[config.mk]
export PLATFORM = sky130hd
export DESIGN_NAME = binary2onehot_stream
export DESIGN_NICKNAME = d
export VERILOG_FILES = /design/src/rtl/binary2onehot_pkg.sv /design/src/rtl/binary2onehot.sv /design/src/rtl/binary2onehot_stream.sv
export SDC_FILE = /design/constraint.sdc
export NUM_CORES = 1
export LEC_CHECK = 0
export ABC_CLOCK_PERIOD_IN_PS = 2100
export BUFFER_PORTS_ARGS = -buffer_cell sky130_fd_sc_hd__buf_2
export CAP_MARGIN = 20
export CORE_ASPECT_RATIO = 1.2
export CORE_MARGIN = 3
export CORE_UTILIZATION = 58
export DETAILED_ROUTE_END_ITERATION = 8
export MAX_ROUTING_LAYER = met4
export PLACE_DENSITY = 0.86
export SLEW_MARGIN = 15
export SYNTH_ARGS = -nofsm -noshare
export SYNTH_HDL_FRONTEND = slang
export SYNTH_SLANG_ARGS = --single-unit
[constraint.sdc]
create_clock -name clk -period 2.1 [get_ports clk]
set_input_delay 0.315 -clock clk [delete_from_list [all_inputs] [get_ports clk]]
set_output_delay 0.315 -clock clk [all_outputs]
set_load 0.01 [all_outputs]
[src/rtl/binary2onehot_pkg.sv]
// Shared types and decode helpers for the streaming binary-to-one-hot decoder.
// Derived words are built at MAX_OH_WIDTH and sliced down by the user.
package binary2onehot_pkg;

   typedef enum logic [1:0] {
      DEC_ONEHOT  = 2'd0,
      DEC_ONECOLD = 2'd1,
      DEC_THERM   = 2'd2,
      DEC_ITHERM  = 2'd3
   } decode_mode_t;

   typedef enum logic [1:0] {
      BUF_EMPTY,
      BUF_ONE,
      BUF_FULL
   } buf_state_t;

   localparam int unsigned MAX_OH_WIDTH = 1024;

   typedef logic [MAX_OH_WIDTH-1:0] wide_word_t;

   typedef struct packed {
      wide_word_t word;
      logic       range_err;
   } decode_t;

   // An all-zero one-hot input (out of range) falls out as the saturated
   // patterns: therm -> all ones, itherm -> all zeros.
   function automatic wide_word_t from_onehot(wide_word_t onehot, decode_mode_t mode);
      wide_word_t r;
      unique case (mode)
         DEC_ONEHOT:  r = onehot;
         DEC_ONECOLD: r = ~onehot;
         DEC_THERM:   r = (onehot << 1) - wide_word_t'(1);
         DEC_ITHERM:  r = ~(onehot - wide_word_t'(1));
         default:     r = onehot;
      endcase
      return r;
   endfunction

   function automatic decode_t decode(int unsigned binary, decode_mode_t mode,
                                      int unsigned oh_width);
      decode_t d;
      d.range_err = (binary >= oh_width);
      d.word      = d.range_err ? '0 : (wide_word_t'(1) << binary);
      d.word      = from_onehot(d.word, mode);
      return d;
   endfunction

endpackage

[src/rtl/binary2onehot.sv]
// Combinational binary to one-hot core; codes at or above OH_WIDTH give all zeros.
module binary2onehot #(
   parameter int unsigned BIN_WIDTH = 4,
   parameter int unsigned OH_WIDTH  = 2**BIN_WIDTH
) (
   input  logic [BIN_WIDTH-1:0] binary_i,
   output logic [OH_WIDTH-1:0]  onehot_o,
   output logic                 in_range_o
);

   always_comb begin
      onehot_o = '0;
      for (int unsigned i = 0; i < OH_WIDTH; i++) begin
         if (binary_i == BIN_WIDTH'(i)) onehot_o[i] = 1'b1;
      end
   end

   assign in_range_o = |onehot_o;

endmodule

[src/rtl/binary2onehot_stream.sv]
// Registered valid/ready decoder: decode on input, two-entry skid buffer of decoded
// words, saturating counter of out-of-range words delivered downstream.
module binary2onehot_stream
   import binary2onehot_pkg::*;
#(
   parameter int unsigned BIN_WIDTH     = 4,
   parameter int unsigned OH_WIDTH      = 2**BIN_WIDTH,
   parameter int unsigned ERR_CNT_WIDTH = 8
) (
   input  logic                     clk,
   input  logic                     reset_n,
   input  logic [BIN_WIDTH-1:0]     i_binary,
   input  logic [1:0]               i_mode,
   input  logic                     i_valid,
   output logic                     i_ready,
   output logic [OH_WIDTH-1:0]      o_decoded,
   output logic                     o_range_err,
   output logic                     o_valid,
   input  logic                     o_ready,
   input  logic                     err_clr,
   output logic [ERR_CNT_WIDTH-1:0] err_cnt
);

   logic [OH_WIDTH-1:0]      core_onehot;
   logic                     core_in_range;
   wide_word_t               onehot_ext;
   wide_word_t               decoded_wide;
   logic [OH_WIDTH-1:0]      dec_word;
   logic                     dec_err;

   buf_state_t               state_q;
   logic                     ready_q;
   logic                     valid_q;
   logic [OH_WIDTH-1:0]      main_word_q;
   logic                     main_err_q;
   logic [OH_WIDTH-1:0]      skid_word_q;
   logic                     skid_err_q;
   logic [ERR_CNT_WIDTH-1:0] err_cnt_q;
   logic [ERR_CNT_WIDTH-1:0] err_cnt_d;

   logic                     in_xfer;
   logic                     out_xfer;

   binary2onehot #(
      .BIN_WIDTH (BIN_WIDTH),
      .OH_WIDTH  (OH_WIDTH)
   ) u_core (
      .binary_i   (i_binary),
      .onehot_o   (core_onehot),
      .in_range_o (core_in_range)
   );

   always_comb begin
      onehot_ext                = '0;
      onehot_ext[OH_WIDTH-1:0]  = core_onehot;
      decoded_wide              = from_onehot(onehot_ext, decode_mode_t'(i_mode));
      dec_word                  = decoded_wide[OH_WIDTH-1:0];
      dec_err                   = ~core_in_range;
   end

   if (OH_WIDTH < MAX_OH_WIDTH) begin : g_hi
      logic unused_hi;
      assign unused_hi = ^decoded_wide[MAX_OH_WIDTH-1:OH_WIDTH];
   end

   assign in_xfer  = i_valid && ready_q;
   assign out_xfer = valid_q && o_ready;

   always_ff @(posedge clk or negedge reset_n) begin
      if (!reset_n) begin
         state_q     <= BUF_EMPTY;
         ready_q     <= 1'b1;
         valid_q     <= 1'b0;
         main_word_q <= '0;
         main_err_q  <= 1'b0;
         skid_word_q <= '0;
         skid_err_q  <= 1'b0;
      end else begin
         unique case (state_q)
            BUF_EMPTY: begin
               if (in_xfer) begin
                  main_word_q <= dec_word;
                  main_err_q  <= dec_err;
                  valid_q     <= 1'b1;
                  state_q     <= BUF_ONE;
               end
            end
            BUF_ONE: begin
               if (in_xfer && out_xfer) begin
                  main_word_q <= dec_word;
                  main_err_q  <= dec_err;
               end else if (in_xfer) begin
                  skid_word_q <= dec_word;
                  skid_err_q  <= dec_err;
                  ready_q     <= 1'b0;
                  state_q     <= BUF_FULL;
               end else if (out_xfer) begin
                  valid_q     <= 1'b0;
                  state_q     <= BUF_EMPTY;
               end
            end
            BUF_FULL: begin
               if (out_xfer) begin
                  main_word_q <= skid_word_q;
                  main_err_q  <= skid_err_q;
                  ready_q     <= 1'b1;
                  state_q     <= BUF_ONE;
               end
            end
            default: begin
               valid_q <= 1'b0;
               ready_q <= 1'b1;
               state_q <= BUF_EMPTY;
            end
         endcase
      end
   end

   // Clear wins over a same-cycle increment.
   always_comb begin
      err_cnt_d = err_cnt_q;
      if (err_clr) begin
         err_cnt_d = '0;
      end else if (out_xfer && main_err_q && !(&err_cnt_q)) begin
         err_cnt_d = err_cnt_q + ERR_CNT_WIDTH'(1);
      end
   end

   always_ff @(posedge clk or negedge reset_n) begin
      if (!reset_n) err_cnt_q <= '0;
      else          err_cnt_q <= err_cnt_d;
   end

   assign i_ready     = ready_q;
   assign o_valid     = valid_q;
   assign o_decoded   = main_word_q;
   assign o_range_err = main_err_q;
   assign err_cnt     = err_cnt_q;

endmodule

# Yosys cells after proc, flatten, opt, wreduce, memory -nomap -nowiden

Cells that the tools add are included.
Widths: inputs -> output; s select.

$add $sub $neg: 3
Equality and inequality tests: 28
Muxes and demuxes: 42
Bitwise gates (word level): 6
Reduce and logical (&&, ||, !) cells: 18

Operator list:

| cell                  | number |
|---|---|
| $pmux 16 s4           | 1 |
| $mux 16               | 3 |
| $pmux 16 s3           | 1 |
| $eq 4x4->1 const B    | 8 |
| $not 16->16           | 2 |
| $sub 16x1->16 const B | 2 |
| $mux 1                | 26 |
| $eq 4x3->1 const B    | 4 |
| $mux 8                | 2 |
| $reduce_or 16->1      | 1 |
| $ne 2x2->1 const B    | 7 |
| $reduce_and 4->1      | 3 |
| $mux 2                | 5 |
| $pmux 1 s3            | 3 |
| $add 8x1->8 const B   | 1 |
| $eq 4x2->1 const B    | 2 |
| $reduce_and 8->1      | 1 |
| $eq 2x2->1 const B    | 3 |
| $pmux 2 s3            | 1 |
| $logic_and 1x1->1     | 5 |
| $reduce_and 5->1      | 1 |
| $eq 2x1->1 const B    | 2 |
| $eq 4x1->1 const B    | 1 |
| $logic_not 2->1       | 2 |
| 7 further kinds       | 10 |

Flip-flop bits (word level): 46
Input bits: 11
Output and inout port bits: 27

# Longest topological paths before layout

Word-level depth: 7
Gate-level depth with buffers: 12
Mapped depth without buffers: 8

# Hierarchy

A second synthesis with hierarchy kept.

Cell total of the unflattened synthesis: 385
Area, all modules: 3230.6 um^2

Modules (own cells, without submodules):

| module               | times used | cells an instance | area each (um^2) |
|---|---|---|---|
| binary2onehot_stream | 1          | 363               | 2992.9 |
| binary2onehot        | 1          | 22                | 237.7 |

# Worst setup path before layout

Ideal clock, no wire load.

Path type: in2reg
From: input i_binary[0]
To: register main_word_q[6] (netlist: o_decoded[6])
Arrival time: 2.352 ns
Required time: 2.023 ns
Slack: -0.330 ns
Cell stages on the path: 9
Buffers on the path: 2
Path through: buf_2 or4_4 ha_1 buf_2 and2_1 o21bai_2 a21oi_1 or4_1 a21oi_1

Longest elaborated chain between the ends: 7
Elaborated cells on any way between the ends: 22
Those cells by class: 2 x add/sub; 6 x eq/ne; 11 x mux; 2 x bitwise; 1 x reduce/logical

Ends and longest elaborated chain:

| item                                     | line                                                   | text |
|---|---|---|
| start: declaration                       | binary2onehot_stream.sv:12                             | `input logic [BIN_WIDTH-1:0] i_binary,` |
| $eq 4x1->1, or another cell as far along | binary2onehot.sv:14                                    | `if (binary_i == BIN_WIDTH'(i)) onehot_o[i] = 1'b1;` |
| $mux 1                                   | binary2onehot.sv:14                                    |  |
| $sub 16x1->16                            | binary2onehot_pkg.sv:35                                | `DEC_ITHERM: r = ~(onehot - wide_word_t'(1));` |
| $not 16->16                              | binary2onehot_pkg.sv:35                                |  |
| $pmux 16 s4 (*)                          | binary2onehot_pkg.sv:31                                | `unique case (mode)` |
| $mux 16 (on tied branches)               | binary2onehot_stream.sv:89, binary2onehot_stream.sv:81 |  |
| $pmux 16 s3 (*)                          | binary2onehot_stream.sv:79                             | `unique case (state_q)` |
| end signal: assignment                   | binary2onehot_stream.sv:82                             | `main_word_q <= dec_word;` |
| end signal: assignment                   | binary2onehot_stream.sv:90                             | `main_word_q <= dec_word;` |
| end signal: assignment                   | binary2onehot_stream.sv:104                            | `main_word_q <= skid_word_q;` |
| end: declaration                         | binary2onehot_stream.sv:34                             | `logic [OH_WIDTH-1:0] main_word_q;` |

Every way passes the cells marked *; elsewhere a longest branch is shown, timed or not. The select of a mux whose other input is x is not followed.
A chain may end at the register's enable or synchronous reset.

# Final worst setup path

From: input i_binary[1]
To: register main_word_q[6] (netlist: o_decoded[6])

The elaborated chain is that of the path after synthesis.

==> impl_metrics.csv <==
group,metric,value,unit
finish,fin_util,70.4,%
sta,finalWorstSetupSlack,0.171,ns
routing,vias,2649,
critical_path,cp_cell_sequence,"buf_2, or4_4, ha_4, and2_4, o21bai_4, a21oi_2, or4_1, a21oi_1",
routing,firstDrtPassIters,4,
logic_synthesis,yosysSeqAreaShare,39.9,%
job,drv_cap,0,
logic_synthesis,yosysTopAreaCell,"dfrtp_1",
critical_path,path_delay_family,"simple AND/OR/NAND/NOR gates",
floorplanning,die_w,70.4,um
placed_design,numPortBuffers,37,
sta,drv_slew,0,
critical_path,cp_slowest_cell,"or4_4",
cts,clock_latency,0.30,ns
finish,multi_input_area,1600,um2
logic_synthesis,netlist_area,2890,um2
floorplanning,die_area,5870,um2
floorplanning,start_util,61.6,%
cts,ctsResizeCount,0,
power,power_density,508,nW/um2
grt,grt.overflow.total,0,
routing,ant_nets,0,
placed_design,routabilityCongestion,0.885,
cts,ctsHoldBuffers,0,
finish,nets,384,
logic_synthesis,netlist_top_cells_area,"dfrtp_1, nand2_1, nor2_1, a21oi_1, buf_2",
cts,cts_made_buffers,5,
finish,regArea,1150,um2
finish,fin_cells,430,
cts,cts.sinks,46,
grt,grtUsageTotal,24.6,%
cts,cts_tree,"done",
critical_path,cp_max_fo,10,
floorplanning,core_area,4700,um2
routing,drt_wl_total,6770,um
grt,grt_start_max_net_pins,29,
grt,grt_pass1_vias,2431,
critical_path,cp-end-kind,"register",
critical_path,cpPeakStageDelay,0.55,ns
placed_design,pre_cts_ws,-0.140,ns
routing,drt_iter0_drc,183,
sta,hold_violations,0,
logic_synthesis,synthCells,331,
logic_synthesis,synthArstFlopShare,100,%
sta,fmax,518,MHz
sta,skew,0.0119,ns
logic_synthesis,avgSynthCellArea,8.73,um2
power,fin_total_pwr,0.00168,W
cts,clockBufferDepth,2,
placed_design,placed_cells,422,
placed_design,place_area,3210,um2
cts,cts_htree_levels,2,
grt,grt_pass1_wl,11600,um
floorplanning,dieHeight,83.3,um
worst_hold_path,hold_path_class,"input pin to asynchronous set/reset pin",
logic_synthesis,ys_types,66,
logic_synthesis,synth-seq-cells,46,
cts,cts.clk_slew.worst_paths,0.09,ns
critical_path,required,2.33,ns
logic_synthesis,synth-main-ff-cell,"dfrtp_1",
sta,post-route-period-util,91.9,%
logic_synthesis,synth.most_common_cell,"dfrtp_1",
logic_synthesis,yosys-top-cells-count,"dfrtp_1, nand2_1, nor2_1",
finish,fillerInstances,372,
routing,avgViaCountPerCell,6.16,
placed_design,hpwl,4870,um
critical_path,cp-start-kind,"input pin",
critical_path,crit_type,"input pin to register",
logic_synthesis,netlist.area_leader.share,39.0,%
critical_path,reg2reg_depth,6,
sta,relSlewSlack,57.1,%
power,leakagePower,1.53,nW
finish,drive_gt1_share,24.5,%
sta,rsz0062_at_grt,"no",
power,vdd_ir_drop_max,0.000247,V
logic_synthesis,yosysWarnings,0,
finish,area_delta_synth_final,14.4,%
critical_path,path_depth,8,
sta,tightest_slew,0.644,ns
finish,final_area,3310,um2
floorplanning,io_pins,38,
cts,root_buffer,"clkbuf_8",
logic_synthesis,synth_edf_count,0,
sta,fin_crit,1.93,ns
critical_path,crit_buf_inv,1,
critical_path,cp.arrival,2.16,ns
logic_synthesis,synth_nets,344,
routing,drc,0,
floorplanning,rows,27,
status,outcome,"completed",
sta,setup_viol,0,
grt,antenna_found_initial,0,
finish,diodes,0,
routing,wl_per_cell,15.7,um
cts,post_cts_buffers,0,
==> metrics by stage <==
step,setup TNS [ns],hold slack [ns]
finish,0,0.0215
global route,0,0.0626
CTS,0,0.0343
detailed placement,-0.676,0.369
global placement,-0.295,0.362
floorplan,-0.328,0.0194
==> cells by family after synthesis <==
| kind of cell | count (synthesis) | synth area share (%) |
|---|---|---|
| AOI/OAI and AO/OA | 103 | 24.3 |
| adders and majority gates | 2 | 0.866 |
| xor gates and xnor gates | 10 | 3.03 |
| muxes | 9 | 3.38 |
| and+or+nand+nor | 128 | 22.6 |
| buffers and inverters | 33 | 5.89 |
| DFF | 46 | 39.9 |
==> per-layer routing <==
layer | up-vias | wire length, um | track usage, %
met2 | 83 | 3370 | 38.2
met1 | 1271 | 2920 | 32.2
li1 | 1281 | - | -
met5 | - | 0 | -
met3 | 14 | 321 | 3.51
met4 | 0 | 145 | 10.1
==> state kept, by name (all words and copies together), names as in the netlist <==
name and flops:
i_ready 1, o_decoded 16, o_range_err 1, state_q 2, skid_word_q 16, err_cnt 8, skid_err_q 1, o_valid 1
==> path summary, 6_finish.rpt <==
path	start	slack, ns	end
max in group asynchronous	reset_n	1.48	skid_word_q[7]
max	i_binary[1]	0.17	o_decoded[6]
min in group clk	err_clr	0.27	err_cnt[3]
min reg2reg	skid_word_q[13]	0.49	skid_word_q[13]
min	reset_n	0.02	err_cnt[5]
max reg2reg	o_valid	0.29	o_decoded[3]
==> where the power goes <==
part | total (W) | leakage (nW) | internal (W) | switching (W)
Combinational | 0.000240 | 0.862 | 0.0000907 | 0.000150
Sequential | 0.000885 | 0.629 | 0.000885 | 0
Clock | 0.000553 | 0.0408 | 0.000238 | 0.000315
Total | 0.00168 | 1.53 | 0.00121 | 0.000465
==> placed cells by master, fill, tap and decap left out, types with 2 or more instances in the layout <==
cell,n
xor2_1,4
a41oi_1,4
nand4bb_1,2
a211oi_1,3
a221oi_1,2
nor3_1,5
and3_1,5
inv_1,4
nor2_1,33
o211a_1,2
a21o_1,4
nand2b_1,5
o21a_1,8
nor4_1,2
clkinvlp_4,2
clkbuf_8,5
xnor2_1,6
buf_4,24
o21ai_1,3
o211ai_1,5
or3_1,4
a21oi_1,23
a211oi_2,2
o41ai_1,2
o21ai_0,19
nand4_1,5
nand2_1,38
mux2_2,5
and4_1,2
mux2i_1,3
dfrtp_1,45
buf_2,37
nand3_1,10
nor2b_1,3
and2_1,4
o22ai_1,4
a31oi_1,4
==> final cells by class <==
class | instances | area share [%]
multi-input combinational | 252 | 48.5
sequential | 46 | 34.9
timing repair buffer | 61 | 11.1
tap | 58 | 2.20
clock buffer | 5 | 2.08
clock inverter | 3 | 0.719
inverter | 5 | 0.568
==> worst register-to-register path: stages (launching register included) <==
cell,delay [ns]
dfrtp_1,0.43
and2_1,0.24
a32oi_2,0.24
o31ai_2,0.16
buf_4,0.19
and3_1,0.18
a221o_1,0.26
(Power assumes the default switching activity.)
